==> src/rtl/seg_disp_pkg.sv <==
// Shared segment codes, FSM state type and sizing helpers for the
// sequential seven-segment display path.
package seg_disp_pkg;

  localparam logic [6:0] SEG_0     = 7'h7E;
  localparam logic [6:0] SEG_1     = 7'h30;
  localparam logic [6:0] SEG_2     = 7'h6D;
  localparam logic [6:0] SEG_3     = 7'h79;
  localparam logic [6:0] SEG_4     = 7'h33;
  localparam logic [6:0] SEG_5     = 7'h5B;
  localparam logic [6:0] SEG_6     = 7'h5F;
  localparam logic [6:0] SEG_7     = 7'h70;
  localparam logic [6:0] SEG_8     = 7'h7F;
  localparam logic [6:0] SEG_9     = 7'h7B;
  localparam logic [6:0] SEG_A     = 7'h77;
  localparam logic [6:0] SEG_B     = 7'h1F;
  localparam logic [6:0] SEG_C     = 7'h4E;
  localparam logic [6:0] SEG_D     = 7'h3D;
  localparam logic [6:0] SEG_E     = 7'h4F;
  localparam logic [6:0] SEG_F     = 7'h47;
  localparam logic [6:0] SEG_BLANK = 7'h00;

  typedef enum logic [1:0] {
    ST_IDLE   = 2'd0,
    ST_CONV   = 2'd1,
    ST_FINISH = 2'd2
  } state_e;

  // Enough BCD nibbles to hold any WIDTH-bit binary value.
  function automatic int bcd_digits(input int width);
    return (width + 2) / 3;
  endfunction

  function automatic logic [6:0] hex_to_seg(input logic [3:0] nib);
    logic [6:0] seg;
    case (nib)
      4'h0:    seg = SEG_0;
      4'h1:    seg = SEG_1;
      4'h2:    seg = SEG_2;
      4'h3:    seg = SEG_3;
      4'h4:    seg = SEG_4;
      4'h5:    seg = SEG_5;
      4'h6:    seg = SEG_6;
      4'h7:    seg = SEG_7;
      4'h8:    seg = SEG_8;
      4'h9:    seg = SEG_9;
      4'hA:    seg = SEG_A;
      4'hB:    seg = SEG_B;
      4'hC:    seg = SEG_C;
      4'hD:    seg = SEG_D;
      4'hE:    seg = SEG_E;
      4'hF:    seg = SEG_F;
      default: seg = SEG_BLANK;
    endcase
    return seg;
  endfunction

endpackage

==> src/rtl/seg_disp_ctrl_bin2bcd.sv <==
// Iterative shift-add-3 binary to BCD converter, one bit per clock.
// In hex mode the captured value is passed straight to FINISH unshifted.
module bin2bcd_seq
  import seg_disp_pkg::*;
#(
  parameter int WIDTH = 32
) (
  input  logic                             clk,
  input  logic                             rst,
  input  logic                             start_i,
  input  logic                             hex_i,
  input  logic [WIDTH-1:0]                 value_i,
  output logic                             busy_o,
  output logic                             done_o,
  output logic                             hex_o,
  output logic [WIDTH-1:0]                 bin_o,
  output logic [4*bcd_digits(WIDTH)-1:0]   bcd_o
);

  localparam int BCD_DIGITS = bcd_digits(WIDTH);
  localparam int BCD_W      = 4 * BCD_DIGITS;
  localparam int CNT_W      = $clog2(WIDTH + 1);

  state_e             state_q, state_d;
  logic [WIDTH-1:0]   shift_q, shift_d;
  logic [BCD_W-1:0]   bcd_q, bcd_d, bcd_adj_s;
  logic [CNT_W-1:0]   cnt_q, cnt_d;
  logic               hex_q, hex_d;

  // Add-3 correction on every nibble that would overflow past 9 when doubled.
  always_comb begin
    bcd_adj_s = bcd_q;
    for (int n = 0; n < BCD_DIGITS; n++) begin
      if (bcd_q[4*n +: 4] >= 4'd5) begin
        bcd_adj_s[4*n +: 4] = bcd_q[4*n +: 4] + 4'd3;
      end else begin
        bcd_adj_s[4*n +: 4] = bcd_q[4*n +: 4];
      end
    end
  end

  // Next-state and datapath control.
  always_comb begin
    state_d = state_q;
    shift_d = shift_q;
    bcd_d   = bcd_q;
    cnt_d   = cnt_q;
    hex_d   = hex_q;
    case (state_q)
      ST_IDLE: begin
        if (start_i) begin
          shift_d = value_i;
          bcd_d   = {BCD_W{1'b0}};
          cnt_d   = {CNT_W{1'b0}};
          hex_d   = hex_i;
          state_d = hex_i ? ST_FINISH : ST_CONV;
        end else begin
          state_d = ST_IDLE;
        end
      end
      ST_CONV: begin
        {bcd_d, shift_d} = {bcd_adj_s, shift_q} << 1'b1;
        cnt_d            = cnt_q + CNT_W'(1);
        if (cnt_q == CNT_W'(WIDTH - 1)) begin
          state_d = ST_FINISH;
        end else begin
          state_d = ST_CONV;
        end
      end
      ST_FINISH: state_d = ST_IDLE;
      default:   state_d = ST_IDLE;
    endcase
  end

  // State and datapath registers.
  always_ff @(posedge clk) begin
    if (rst) begin
      state_q <= ST_IDLE;
      shift_q <= {WIDTH{1'b0}};
      bcd_q   <= {BCD_W{1'b0}};
      cnt_q   <= {CNT_W{1'b0}};
      hex_q   <= 1'b0;
    end else begin
      state_q <= state_d;
      shift_q <= shift_d;
      bcd_q   <= bcd_d;
      cnt_q   <= cnt_d;
      hex_q   <= hex_d;
    end
  end

  assign busy_o = (state_q != ST_IDLE);
  assign done_o = (state_q == ST_FINISH);
  assign hex_o  = hex_q;
  assign bin_o  = shift_q;
  assign bcd_o  = bcd_q;

endmodule

==> src/rtl/seg_disp_ctrl.sv <==
// Sequential seven-segment display controller: latches a value, converts it,
// and drives parallel segment buses plus a time-multiplexed scan output.
module seg_disp_ctrl
  import seg_disp_pkg::*;
#(
  parameter int WIDTH          = 32,
  parameter int NUM_DIGITS     = 4,
  parameter int SCAN_DIV       = 50000,
  parameter int BLANK_LZ       = 1,
  parameter int SEG_ACTIVE_LOW = 1,
  parameter int AN_ACTIVE_LOW  = 1
) (
  input  logic                    clk,
  input  logic                    rst,
  input  logic [WIDTH-1:0]        value_i,
  input  logic                    load_i,
  input  logic                    hex_mode_i,
  output logic                    busy_o,
  output logic                    done_o,
  output logic                    overflow_o,
  output logic [7*NUM_DIGITS-1:0] seg_o,
  output logic [NUM_DIGITS-1:0]   an_o,
  output logic [6:0]              scan_seg_o
);

  localparam int BCD_W = 4 * bcd_digits(WIDTH);
  localparam int NIB_W = 4 * NUM_DIGITS;
  localparam int SEG_W = 7 * NUM_DIGITS;
  localparam int DIV_W = (SCAN_DIV > 1) ? $clog2(SCAN_DIV) : 1;
  localparam int IDX_W = (NUM_DIGITS > 1) ? $clog2(NUM_DIGITS) : 1;

  localparam logic [SEG_W-1:0]      SEG_POL  = (SEG_ACTIVE_LOW != 0) ? {SEG_W{1'b1}} : {SEG_W{1'b0}};
  localparam logic [6:0]            SCAN_POL = (SEG_ACTIVE_LOW != 0) ? 7'h7F : 7'h00;
  localparam logic [NUM_DIGITS-1:0] AN_POL   = (AN_ACTIVE_LOW != 0) ? {NUM_DIGITS{1'b1}} : {NUM_DIGITS{1'b0}};

  logic               conv_busy_s, conv_done_s, conv_hex_s;
  logic [WIDTH-1:0]   conv_bin_s;
  logic [BCD_W-1:0]   conv_bcd_s;

  logic [NIB_W-1:0]   nib_s;
  logic               ovf_s;
  logic [SEG_W-1:0]   seg_new_s;

  logic [SEG_W-1:0]      seg_q, seg_d;
  logic                  ovf_q, ovf_d;
  logic                  done_q, done_d;
  logic [DIV_W-1:0]      div_q, div_d;
  logic [IDX_W-1:0]      idx_q, idx_d;
  logic [NUM_DIGITS-1:0] an_q, an_d;
  logic [6:0]            scan_seg_q, scan_seg_d;

  bin2bcd_seq #(
    .WIDTH(WIDTH)
  ) u_conv (
    .clk     (clk),
    .rst     (rst),
    .start_i (load_i),
    .hex_i   (hex_mode_i),
    .value_i (value_i),
    .busy_o  (conv_busy_s),
    .done_o  (conv_done_s),
    .hex_o   (conv_hex_s),
    .bin_o   (conv_bin_s),
    .bcd_o   (conv_bcd_s)
  );

  // Digit selection, overflow and leading-zero blanking; overflow keeps all digits lit.
  always_comb begin
    logic upper_zero;
    nib_s      = conv_hex_s ? NIB_W'(conv_bin_s) : NIB_W'(conv_bcd_s);
    ovf_s      = conv_hex_s ? |(conv_bin_s >> NIB_W) : |(conv_bcd_s >> NIB_W);
    upper_zero = 1'b1;
    seg_new_s  = {SEG_W{1'b0}};
    for (int d = NUM_DIGITS - 1; d >= 0; d--) begin
      upper_zero = upper_zero & (nib_s[4*d +: 4] == 4'd0);
      if ((BLANK_LZ != 0) && !ovf_s && (d > 0) && upper_zero) begin
        seg_new_s[7*d +: 7] = SEG_BLANK;
      end else begin
        seg_new_s[7*d +: 7] = hex_to_seg(nib_s[4*d +: 4]);
      end
    end
  end

  // Display registers update only when a conversion finishes.
  always_comb begin
    seg_d  = seg_q;
    ovf_d  = ovf_q;
    done_d = 1'b0;
    if (conv_done_s) begin
      seg_d  = seg_new_s ^ SEG_POL;
      ovf_d  = ovf_s;
      done_d = 1'b1;
    end else begin
      done_d = 1'b0;
    end
  end

  // Scan divider/index; an_o and scan_seg_o use next-state values so they stay aligned with seg_o.
  always_comb begin
    if (div_q == DIV_W'(SCAN_DIV - 1)) begin
      div_d = DIV_W'(0);
      if (idx_q == IDX_W'(NUM_DIGITS - 1)) begin
        idx_d = IDX_W'(0);
      end else begin
        idx_d = idx_q + IDX_W'(1);
      end
    end else begin
      div_d = div_q + DIV_W'(1);
      idx_d = idx_q;
    end
    an_d       = (NUM_DIGITS'(1'b1) << idx_d) ^ AN_POL;
    scan_seg_d = seg_d[7*idx_d +: 7];
  end

  // Output and scan registers.
  always_ff @(posedge clk) begin
    if (rst) begin
      seg_q      <= SEG_POL;
      ovf_q      <= 1'b0;
      done_q     <= 1'b0;
      div_q      <= DIV_W'(0);
      idx_q      <= IDX_W'(0);
      an_q       <= AN_POL;
      scan_seg_q <= SCAN_POL;
    end else begin
      seg_q      <= seg_d;
      ovf_q      <= ovf_d;
      done_q     <= done_d;
      div_q      <= div_d;
      idx_q      <= idx_d;
      an_q       <= an_d;
      scan_seg_q <= scan_seg_d;
    end
  end

  assign busy_o     = conv_busy_s;
  assign done_o     = done_q;
  assign overflow_o = ovf_q;
  assign seg_o      = seg_q;
  assign an_o       = an_q;
  assign scan_seg_o = scan_seg_q;

endmodule

==> config.mk <==
export PLATFORM = sky130hd
export DESIGN_NAME = seg_disp_ctrl
export DESIGN_NICKNAME = d
export VERILOG_FILES = /design/src/rtl/seg_disp_pkg.sv /design/src/rtl/seg_disp_ctrl_bin2bcd.sv /design/src/rtl/seg_disp_ctrl.sv
export SDC_FILE = /design/constraint.sdc
export NUM_CORES = 1
export LEC_CHECK = 0
export CORE_UTILIZATION = 50
export DETAILED_ROUTE_END_ITERATION = 7
export PLACE_DENSITY = 0.71
export SLEW_MARGIN = 20
export SYNTH_ARGS = -nofsm -noshare
export SYNTH_HDL_FRONTEND = slang
export SYNTH_SLANG_ARGS = --single-unit
==> constraint.sdc <==
create_clock -name clk -period 2.5 [get_ports clk]
set_input_delay 0.5 -clock clk [delete_from_list [all_inputs] [get_ports clk]]
set_output_delay 0.5 -clock clk [all_outputs]
set_load 0.01 [all_outputs]
==> run_results.csv, run 1 <==
group,metric,value,unit
outcome,run_status,"finished clean",
global_routing,overflow,0,
sta,relSlewSlack,61.2,%
sta,final_max_slew_viol_count,0,
floorplanning,die_w,129,µm
worst_setup_path,start_kind,"flip-flop",
sta,fin_skew,0.00653,ns
detailed_routing,num_vias,7113,
worst_setup_path,cpMostUsedCell,"nor2_1",
cells_and_area,syn2layout_area_growth,21.5,%
worst_setup_path,max_stage_delay,0.49,ns
detailed_routing,ant_nets,0,
detailed_routing,wl_per_cell,15.3,µm
synth,synth_top_family_by_area,"simple AND/OR/NAND/NOR gates",
synth,synthesis.area,8070,µm²
synth,synth_compound_area_share,17.3,%
placed_design,dp_hpwl,13400,µm
synth,syn-num-nets,1074,
cts,cts_tree,"done",
worst_setup_path,endpoint_kind,"flip-flop",
synth,netlist.area_leader.share,35.7,%
cts,htreeDepth,4,
synth,yosysWarningCount,0,
worst_setup_path,cpMaxStageDelayCell,"mux4_2",
hold_path,hold_path_end,"div_q[0]",
synth,synth_commonest_cells,"nor2_1, dfxtp_1, nand2_1, ha_1, a21oi_1",
detailed_routing,vias_per_cell,5.56,
cts,clk_latency,0.42,ns
worst_setup_path,crit_chain,"buf_12 > mux2i_4 > inv_2 > ha_1 > mux4_2 > mux2i_1 > nor2_1 > nor2_1 > a2bb2oi_1",
worst_setup_path,worstPathArrival,2.62,ns
hold_path,holdCritPathClass,"flip-flop to flip-flop",
cts,clk_pin_slew,0.06,ns
synth,synth_cell_types,72,
cts,cts_buffers,17,
cts,cts.path.max_buffers,2,
worst_setup_path,crit_fanout,17,
worst_setup_path,reg2reg_slack,0.19,ns
detailed_routing,wl,19600,µm
global_routing,grt_max_degree,82,
pwr,cellPowerDensity,589,nW/µm²
pwr,total_power,5770,µW
synth,synthSimpleGateAreaFrac,24.2,%
synth,synth_edf_count,0,
worst_setup_path,reg2regPathDepth,9,
synth,ys_seq_area_share,35.7,%
placed_design,place_congestion,0.852,
synth,synth_top_area_cell,"dfxtp_1",
cts,clock-sinks,144,
synth,ys_top_cells_by_area,"dfxtp_1, ha_1, nor2_1",
synth,synth-adder-area-share,8.53,%
pwr,p_leak,0.00380,µW
placed_design,placedCellCount,1248,
worst_setup_path,r2r-end,"scan_seg_o[3]",
worst_setup_path,crit_type,"flip-flop to flip-flop",
global_routing,track_usage,24.7,%
floorplanning,io_pins,78,
worst_setup_path,crit_required,2.80,ns
cells_and_area,final_area,9810,µm²
sta,max_freq,432,MHz
floorplanning,core-area,15800,µm²
sta,min_period,2.31,ns
hold_path,hold_depth,1,
sta,finalHoldViolCount,0,
sta,setup_violations,0,
cts,ctsHoldBuffers,0,
floorplanning,die-area,16700,µm²
synth,synth_top_flop_cell,"dfxtp_1",
cells_and_area,final_core_util,62.0,%
floorplanning,fp.dieH,129,µm
sta,finalSetupTns,0,ns
sta,rsz0062_at_grt,"false",
worst_setup_path,startpoint,"u_conv.hex_o",
cells_and_area,final_cells,1280,
global_routing,grt_pass1_wl,32700,µm
detailed_routing,drc,0,
cells_and_area,drive_above_1_share,10.2,%
sta,worst_pin_slew,0.577,ns
placed_design,io_buffer_count,77,
synth,postSynth.asyncResetShare,0,%
cells_and_area,fin_nets,1142,
cts,cts_root_buf,"clkbuf_16",
synth,syn_inst,983,
synth,synth_most_common_cell,"nor2_1",
placed_design,placed_cell_area,9170,µm²
sta,period_share,92.5,%
synth,yosys_register_bits,144,
pwr,peakVddDrop,0.467,mV
global_routing,antenna_found_initial,0,
floorplanning,num_rows,46,
hold_path,min_from,"div_q[0]",
cells_and_area,num_antenna_cells,0,
synth,synth.avg_cell_area,8.21,µm²
worst_setup_path,reg2reg_from,"u_conv.hex_o",
cells_and_area,nFillCells,1416,
global_routing,grt_pass1_vias,6599,
detailed_routing,firstDrtPassIters,5,
flow_run,maxCapViolations,0,
floorplanning,start_util,51.0,%
synth,synthXorXnorAreaFrac,3.91,%
synth,synth_mux_area_share,5.16,%
detailed_routing,drt_iter0_markers,523,
-- repair_timing --
action	CTS	global route
gates resized for setup	0	5
endpoints found under the setup margin	0	6
buffers inserted	0	0
-- worst max-delay path: cells and delay by family, from the launching register on --
kind	cells	cell delay, ns
AOI/OAI and AO/OA	1	0.07
muxes	3	1.01
buffers and inverters	2	0.27
and+or+nand+nor	2	0.17
DFF	1	0.42
adders and majority gates	1	0.24
-- metrics by stage --
stage          hold WS, ns  setup slack [ns]
2_1_floorplan        0.418            0.0519
3_5_place_dp         0.445             0.116
5_1_grt              0.470            0.0371
4_1_cts              0.458            0.0986
6_report             0.451             0.188
3_3_place_gp         0.434             0.218
-- logic make-up (layout without fill, tap and decap cells) --
logic type | Yosys count | after routing
AND/OR/NAND/NOR | 417 | 417
AO/OA/AOI/OAI | 205 | 205
flip-flops | 144 | 144
buffers and inverters | 95 | 176
adder cells (fa/ha/maj) | 55 | 55
XOR/XNOR | 36 | 36
multiplexers | 31 | 31
-- flip-flops by register name, summed over array words and instances, names as in the netlist, 2 cells and up --
register / cells
an_o: 4
div_q: 16
idx_q: 2
scan_seg_o: 7
seg_o: 28
u_conv.bcd_o: 44
u_conv.bin_o: 32
u_conv.cnt_q: 6
u_conv.state_q: 2
-- cell usage in the layout (no fill, tap or decap), types with 4 or more instances in the layout --
master	Yosys	layout
nand2b_1	39	38
nor4_1	34	34
inv_1	34	34
xnor2_1	18	18
a22oi_1	4	4
o221ai_1	14	14
ha_1	55	54
o31ai_1	14	14
mux2_2	4	4
nand2_1	75	74
clkdlybuf4s50_1	0	76
nor2_1	173	173
mux2i_2	5	4
nand3_1	29	29
dfxtp_1	144	143
or3_1	4	4
a31oi_1	13	13
and3_1	4	4
mux2i_4	3	4
a21oi_1	52	52
buf_12	1	7
clkbuf_16	0	17
nor3_1	30	30
xor2_1	18	18
mux2i_1	13	13
buf_4	1	25
and4_1	4	4
o21ai_0	33	33
a32oi_1	12	12
o21ai_1	5	5
o21a_1	7	6
mux2_4	4	4
o22ai_1	17	17
-- power breakdown --
| group | switching (µW) | internal, µW |
|---|---|---|
| Combinational | 385 | 311 |
| Sequential | 87.3 | 2380 |
| Clock | 1010 | 1600 |
| Total | 1480 | 4290 |
-- worst max path at each step --
stage | end | cells past startpoint
final | scan_seg_o[3] | 9
after CTS | scan_seg_o[3] | 9
after global routing | scan_seg_o[3] | 9
after detailed placement | scan_seg_o[3] | 9
after floorplan | scan_seg_o[3] | 11
after global placement | scan_seg_o[3] | 9
-- final cells by class --
cell class | instances | area, µm² | share of cell area (%)
Multi-Input combinational cell | 744 | 4820 | 49.2
Inverter | 36 | 135 | 1.38
Clock inverter | 13 | 163 | 1.66
Sequential cell | 144 | 2890 | 29.4
Tap cell | 216 | 270 | 2.76
Clock buffer | 19 | 443 | 4.52
Timing Repair Buffer | 108 | 1090 | 11.1
-- metal layers --
layer	track usage (%)	up-vias	wire, µm
met2	41.7	172	9110
met5	0	-	0
met3	4.42	30	776
met4	8.30	0	371
li1	-	3614	-
met1	31.9	3297	9330
No activity file was read; power rests on OpenSTA's default activity.
==> inputs of run 2 (changes only) <==
--- a/config.mk
+++ b/config.mk
@@ -5,6 +5,8 @@
 export SDC_FILE = /design/constraint.sdc
 export NUM_CORES = 1
 export LEC_CHECK = 0
+export CAP_MARGIN = 0
+export CORE_MARGIN = 10
 export CORE_UTILIZATION = 50
 export DETAILED_ROUTE_END_ITERATION = 7
 export PLACE_DENSITY = 0.71
==> run_results.csv, run 2 (synthesized netlist as in run 1, its figures left out) <==
group,metric,value,unit
outcome,run_status,"finished clean",
cells_and_area,final_cell_mix,"nor2_1, dfxtp_1, clkdlybuf4s50_1",
global_routing,grt_pass1_wl,33700,µm
pwr,seq_power_share,43.6,%
cts,cts.path.max_buffers,2,
sta,relSlewSlack,61.8,%
pwr,p_int,4160,µW
placed_design,place_congestion,0.885,
global_routing,grt_max_degree,91,
worst_setup_path,crit_type,"flip-flop to flip-flop",
flow_run,maxCapViolations,0,
sta,fin_ws,0.141,ns
pwr,p_comb_share,12.0,%
cts,cts_buffers,17,
pwr,cellPowerDensity,580,nW/µm²
worst_setup_path,max_stage_delay,0.36,ns
sta,rsz0062_at_grt,"false",
floorplanning,start_util,51.0,%
hold_path,hold_depth,1,
detailed_routing,firstDrtPassIters,4,
detailed_routing,drt_iter0_markers,528,
cells_and_area,num_antenna_cells,0,
placed_design,dp_hpwl,14400,µm
cells_and_area,nFillCells,1406,
worst_setup_path,crit_chain,"inv_1 > ha_1 > nor4b_1 > nand4_2 > o32ai_2 > a31o_1 > buf_4 > o22ai_2 > o211a_1 > a21oi_2",
worst_setup_path,worstPathArrival,2.72,ns
detailed_routing,wl_per_cell,15.7,µm
hold_path,holdCritPathClass,"flip-flop to flip-flop",
pwr,peakVddDrop,0.487,mV
floorplanning,core-area,15800,µm²
floorplanning,die-area,21600,µm²
placed_design,place_ws,0.0456,ns
global_routing,top_usage_layer,"met2",
worst_setup_path,reg2reg_slack,0.14,ns
floorplanning,io_pins,78,
global_routing,antenna_found_initial,0,
cells_and_area,final_common_cell,"nor2_1",
sta,period_share,94.3,%
sta,max_freq,424,MHz
worst_setup_path,start_kind,"flip-flop",
cells_and_area,final_core_util,61.8,%
cells_and_area,fin_nets,1150,
worst_setup_path,endpoint_kind,"flip-flop",
sta,finalHoldViolCount,0,
worst_setup_path,crit_required,2.86,ns
cts,clk_latency,0.43,ns
sta,fin_skew,0.00900,ns
worst_setup_path,cp_num_cells,10,
pwr,switching_share,26.6,%
worst_setup_path,cpMaxStageDelayCell,"o32ai_2",
global_routing,grt_util_met1,24.3,%
sta,final_max_slew_viol_count,0,
cts,clock-sinks,144,
floorplanning,die_w,147,µm
global_routing,met3_usage,3.81,%
global_routing,overflow,0,
cts,cts_root_buf,"clkbuf_16",
worst_setup_path,crit_fanout,8,
global_routing,track_usage,18.6,%
cells_and_area,syn2layout_area_growth,21.1,%
cts,ctsHoldBuffers,0,
worst_setup_path,cp_top_family,"compound AO/OA/AOI/OAI gates",
global_routing,met2_usage,29.5,%
pwr,p_switching,1510,µW
global_routing,grt_pass1_vias,6763,
detailed_routing,vias_per_cell,5.54,
detailed_routing,wl,20300,µm
detailed_routing,num_vias,7137,
worst_setup_path,reg2regPathDepth,10,
cts,clk_pin_slew,0.06,ns
pwr,clkPwrFrac,44.4,%
placed_design,io_buffer_count,77,
cells_and_area,largest_register_ffs,44,
detailed_routing,drc,0,
sta,worst_pin_slew,0.574,ns
sta,finalSetupTns,0,ns
sta,setup_violations,0,
cts,htreeDepth,4,
floorplanning,num_rows,46,
sta,min_period,2.36,ns
detailed_routing,ant_nets,0,
pwr,p_leak,0.00380,µW
worst_setup_path,cp_num_buf_inv,2,
floorplanning,fp.dieH,147,µm
cells_and_area,drive_above_1_share,10.8,%
cts,cts_tree,"done",
-- run 2: final cells by class --
| class | count | area, µm² | area share [%] |
|---|---|---|---|
| repair buffers | 116 | 1100 | 11.3 |
| inverters | 36 | 135 | 1.38 |
| clock inverters | 15 | 161 | 1.65 |
| well taps | 216 | 270 | 2.76 |
| flip-flops and latches | 144 | 2890 | 29.5 |
| multi-input cells | 744 | 4790 | 49.0 |
| clock buffers | 17 | 425 | 4.35 |
-- run 2: per-stage QoR --
step                      hold slack (ns)  cells  instance area [µm²]  power (µW)
after global placement              0.435   1256                 9180        3190
after floorplan                     0.418    983                 8070        2940
after CTS                           0.453   1288                 9770        5710
after detailed placement            0.442   1256                 9180        3200
final                               0.450   1288                 9770        5670
after global routing                0.467   1288                 9770        5900
-- run 2: path summary, 6_finish.rpt --
path                    start       endpoint
max          u_conv.bcd_o[29]  scan_seg_o[4]
min                  div_q[0]       div_q[0]
max reg2reg  u_conv.bcd_o[29]  scan_seg_o[4]
min reg2reg          div_q[0]       div_q[0]
-- run 2: routing by layer --
metal / part of all wire (%) / vias up
met5: 0 / -
met4: 2.1 / 0
met3: 3.9 / 27
met2: 46 / 159
met1: 48 / 3333
li1: - / 3618
-- run 2: timing repair --
item,4_1_cts,5_1_grt
setup endpoints to repair,0,7
setup buffers,0,0
resized for setup,0,2
-- run 2: power groups by stage --
| stage | combinational, µW | sequential [µW] | clock, µW |
|---|---|---|---|
| after floorplan | 439 | 2500 | 0 |
| after global placement | 671 | 2520 | 0 |
| after detailed placement | 678 | 2520 | 0 |
| after CTS | 683 | 2470 | 2560 |
| after global routing | 752 | 2480 | 2670 |
| final | 682 | 2470 | 2520 |
==> inputs of run 3 (changes only) <==
--- a/config.mk
+++ b/config.mk
@@ -6,10 +6,13 @@
 export NUM_CORES = 1
 export LEC_CHECK = 0
 export CAP_MARGIN = 0
+export CELL_PAD_IN_SITES_DETAIL_PLACEMENT = 0
+export CELL_PAD_IN_SITES_GLOBAL_PLACEMENT = 2
 export CORE_MARGIN = 10
-export CORE_UTILIZATION = 50
+export CORE_UTILIZATION = 31
 export DETAILED_ROUTE_END_ITERATION = 7
-export PLACE_DENSITY = 0.71
+export PLACE_DENSITY = 0.73
+export SKIP_LAST_GASP = 1
 export SLEW_MARGIN = 20
 export SYNTH_ARGS = -nofsm -noshare
 export SYNTH_HDL_FRONTEND = slang
==> run_results.csv, run 3 (synthesized netlist as in run 1, its figures left out) <==
group,metric,value,unit
cells_and_area,syn2layout_area_growth,23.7,%
pwr,p_leak,0.00384,µW
global_routing,grt_max_degree,54,
worst_setup_path,crit_type,"flip-flop to flip-flop",
cts,cts.path.max_buffers,2,
placed_design,io_buffer_count,77,
pwr,cellPowerDensity,582,nW/µm²
worst_setup_path,reg2regPathDepth,9,
sta,finalSetupTns,0,ns
floorplanning,fp.dieH,181,µm
worst_setup_path,endpoint_kind,"flip-flop",
detailed_routing,vias_per_cell,5.04,
cells_and_area,multi_input_area,4810,µm²
floorplanning,die-area,32900,µm²
worst_setup_path,start_kind,"flip-flop",
cells_and_area,num_antenna_cells,0,
cts,htreeDepth,4,
global_routing,grt_pass1_wl,37600,µm
cells_and_area,final_common_cell,"nor2_1",
placed_design,dp_hpwl,16200,µm
pwr,peakVddDrop,0.362,mV
sta,finalHoldViolCount,0,
sta,fin_skew,0.0130,ns
global_routing,antenna_found_initial,0,
detailed_routing,num_vias,7082,
floorplanning,core-area,25400,µm²
placed_design,place_ws,0.105,ns
cts,ctsHoldBuffers,0,
worst_setup_path,r2r-end,"scan_seg_o[5]",
floorplanning,start_util,31.8,%
sta,fin_ws,0.184,ns
global_routing,overflow,0,
cts,clk_latency,0.42,ns
hold_path,min_from,"div_q[0]",
sta,setup_violations,0,
cells_and_area,drive_above_1_share,11.0,%
cells_and_area,final_core_util,39.3,%
floorplanning,io_pins,78,
sta,worst_pin_slew,0.631,ns
worst_setup_path,crit_required,2.81,ns
cells_and_area,largest_register_ffs,44,
detailed_routing,wl_per_cell,16.2,µm
hold_path,hold_path_end,"div_q[0]",
hold_path,holdCritPathClass,"flip-flop to flip-flop",
worst_setup_path,worstPathArrival,2.62,ns
sta,period_share,92.6,%
global_routing,track_usage,13.8,%
worst_setup_path,reg2reg_slack,0.18,ns
detailed_routing,drc,0,
sta,final_max_slew_viol_count,0,
hold_path,hold_depth,1,
worst_setup_path,crit_fanout,6,
sta,min_period,2.32,ns
cts,cts_tree,"done",
global_routing,grt_pass1_vias,6879,
detailed_routing,wl,22700,µm
detailed_routing,drt_iter0_markers,338,
floorplanning,num_rows,58,
pwr,total_power,5810,µW
cells_and_area,fin_nets,1153,
cells_and_area,final_cell_mix,"nor2_1, dfxtp_1, clkdlybuf4s50_1",
cts,cts_root_buf,"clkbuf_16",
detailed_routing,ant_nets,0,
sta,max_freq,432,MHz
cts,cts_buffers,17,
cells_and_area,nFillCells,2573,
floorplanning,die_w,181,µm
sta,rsz0062_at_grt,"false",
flow_run,maxCapViolations,0,
cells_and_area,area.sequential,2880,µm²
cells_and_area,final_cells,1405,
placed_design,place_congestion,0.819,
cts,clk_pin_slew,0.06,ns
worst_setup_path,reg2reg_from,"u_conv.bcd_o[17]",
outcome,run_status,"finished clean",
detailed_routing,firstDrtPassIters,4,
placed_design,placedCellCount,1373,
cts,clock-sinks,144,
sta,relSlewSlack,57.8,%
## run 3: cell types whose count changed in the layout (fill, tap and decap cells not counted), moves of 2 or more
cell        change
clkinv_2        +2
clkinvlp_4      -3
clkbuf_1        +2
buf_4           +2
buf_12          +2
## run 3: worst max-delay path by stage
stage / startpoint / to / cells after the start
after floorplan: u_conv.hex_o / scan_seg_o[3] / 11
after global placement: u_conv.bcd_o[29] / scan_seg_o[4] / 10
after detailed placement: u_conv.bcd_o[29] / scan_seg_o[4] / 10
after CTS: u_conv.bcd_o[29] / scan_seg_o[4] / 10
after global routing: u_conv.hex_o / scan_seg_o[0] / 9
final: u_conv.bcd_o[17] / scan_seg_o[5] / 9
## run 3: power breakdown
| part | total, µW | leakage (µW) | switching (µW) | internal (µW) |
|---|---|---|---|---|
| clock | 2610 | 0.000291 | 1040 | 1570 |
| combinational | 723 | 0.00238 | 404 | 319 |
| sequential | 2470 | 0.00117 | 89.6 | 2380 |
## run 3: timing repair
| item | 4_1_cts | 5_1_grt |
|---|---|---|
| buffers inserted | 0 | 0 |
| endpoints found under the setup margin | 0 | 6 |
| resized for setup | 0 | 2 |
| hold endpoints to repair | 0 | 0 |
## run 3: layer usage
layer | wire (µm) | GRT usage, % | vias up
met5 | 0 | 0 | -
met4 | 282 | 3.87 | 0
met3 | 815 | 3.02 | 15
met2 | 9960 | 21.0 | 109
met1 | 11700 | 19.0 | 3327
li1 | - | - | 3631
## run 3: worst max-delay path, cell delays in order, from the launching register on
cell and delay [ns]:
dfxtp_1 0.34, inv_1 0.08, ha_1 0.23, and4_1 0.20, nand4_2 0.15, a2bb2oi_1 0.38
o21ai_4 0.13, o32ai_1 0.41, o211ai_1 0.13, o21a_1 0.14
## run 3: cell type report
type | count | share of cell area [%]
clock inverter | 13 | 1.62
tap | 330 | 4.14
multi-input combinational | 744 | 48.2
clock buffer | 19 | 4.34
sequential | 144 | 28.9
timing repair buffer | 119 | 11.5
inverter | 36 | 1.35
## run 3: through the flow
step                hold slack, ns  cell area, µm²
floorplan                    0.418            8070
global placement             0.429            9370
detailed placement           0.438            9370
CTS                          0.423            9970
global route                 0.462            9980
finish                       0.444            9980
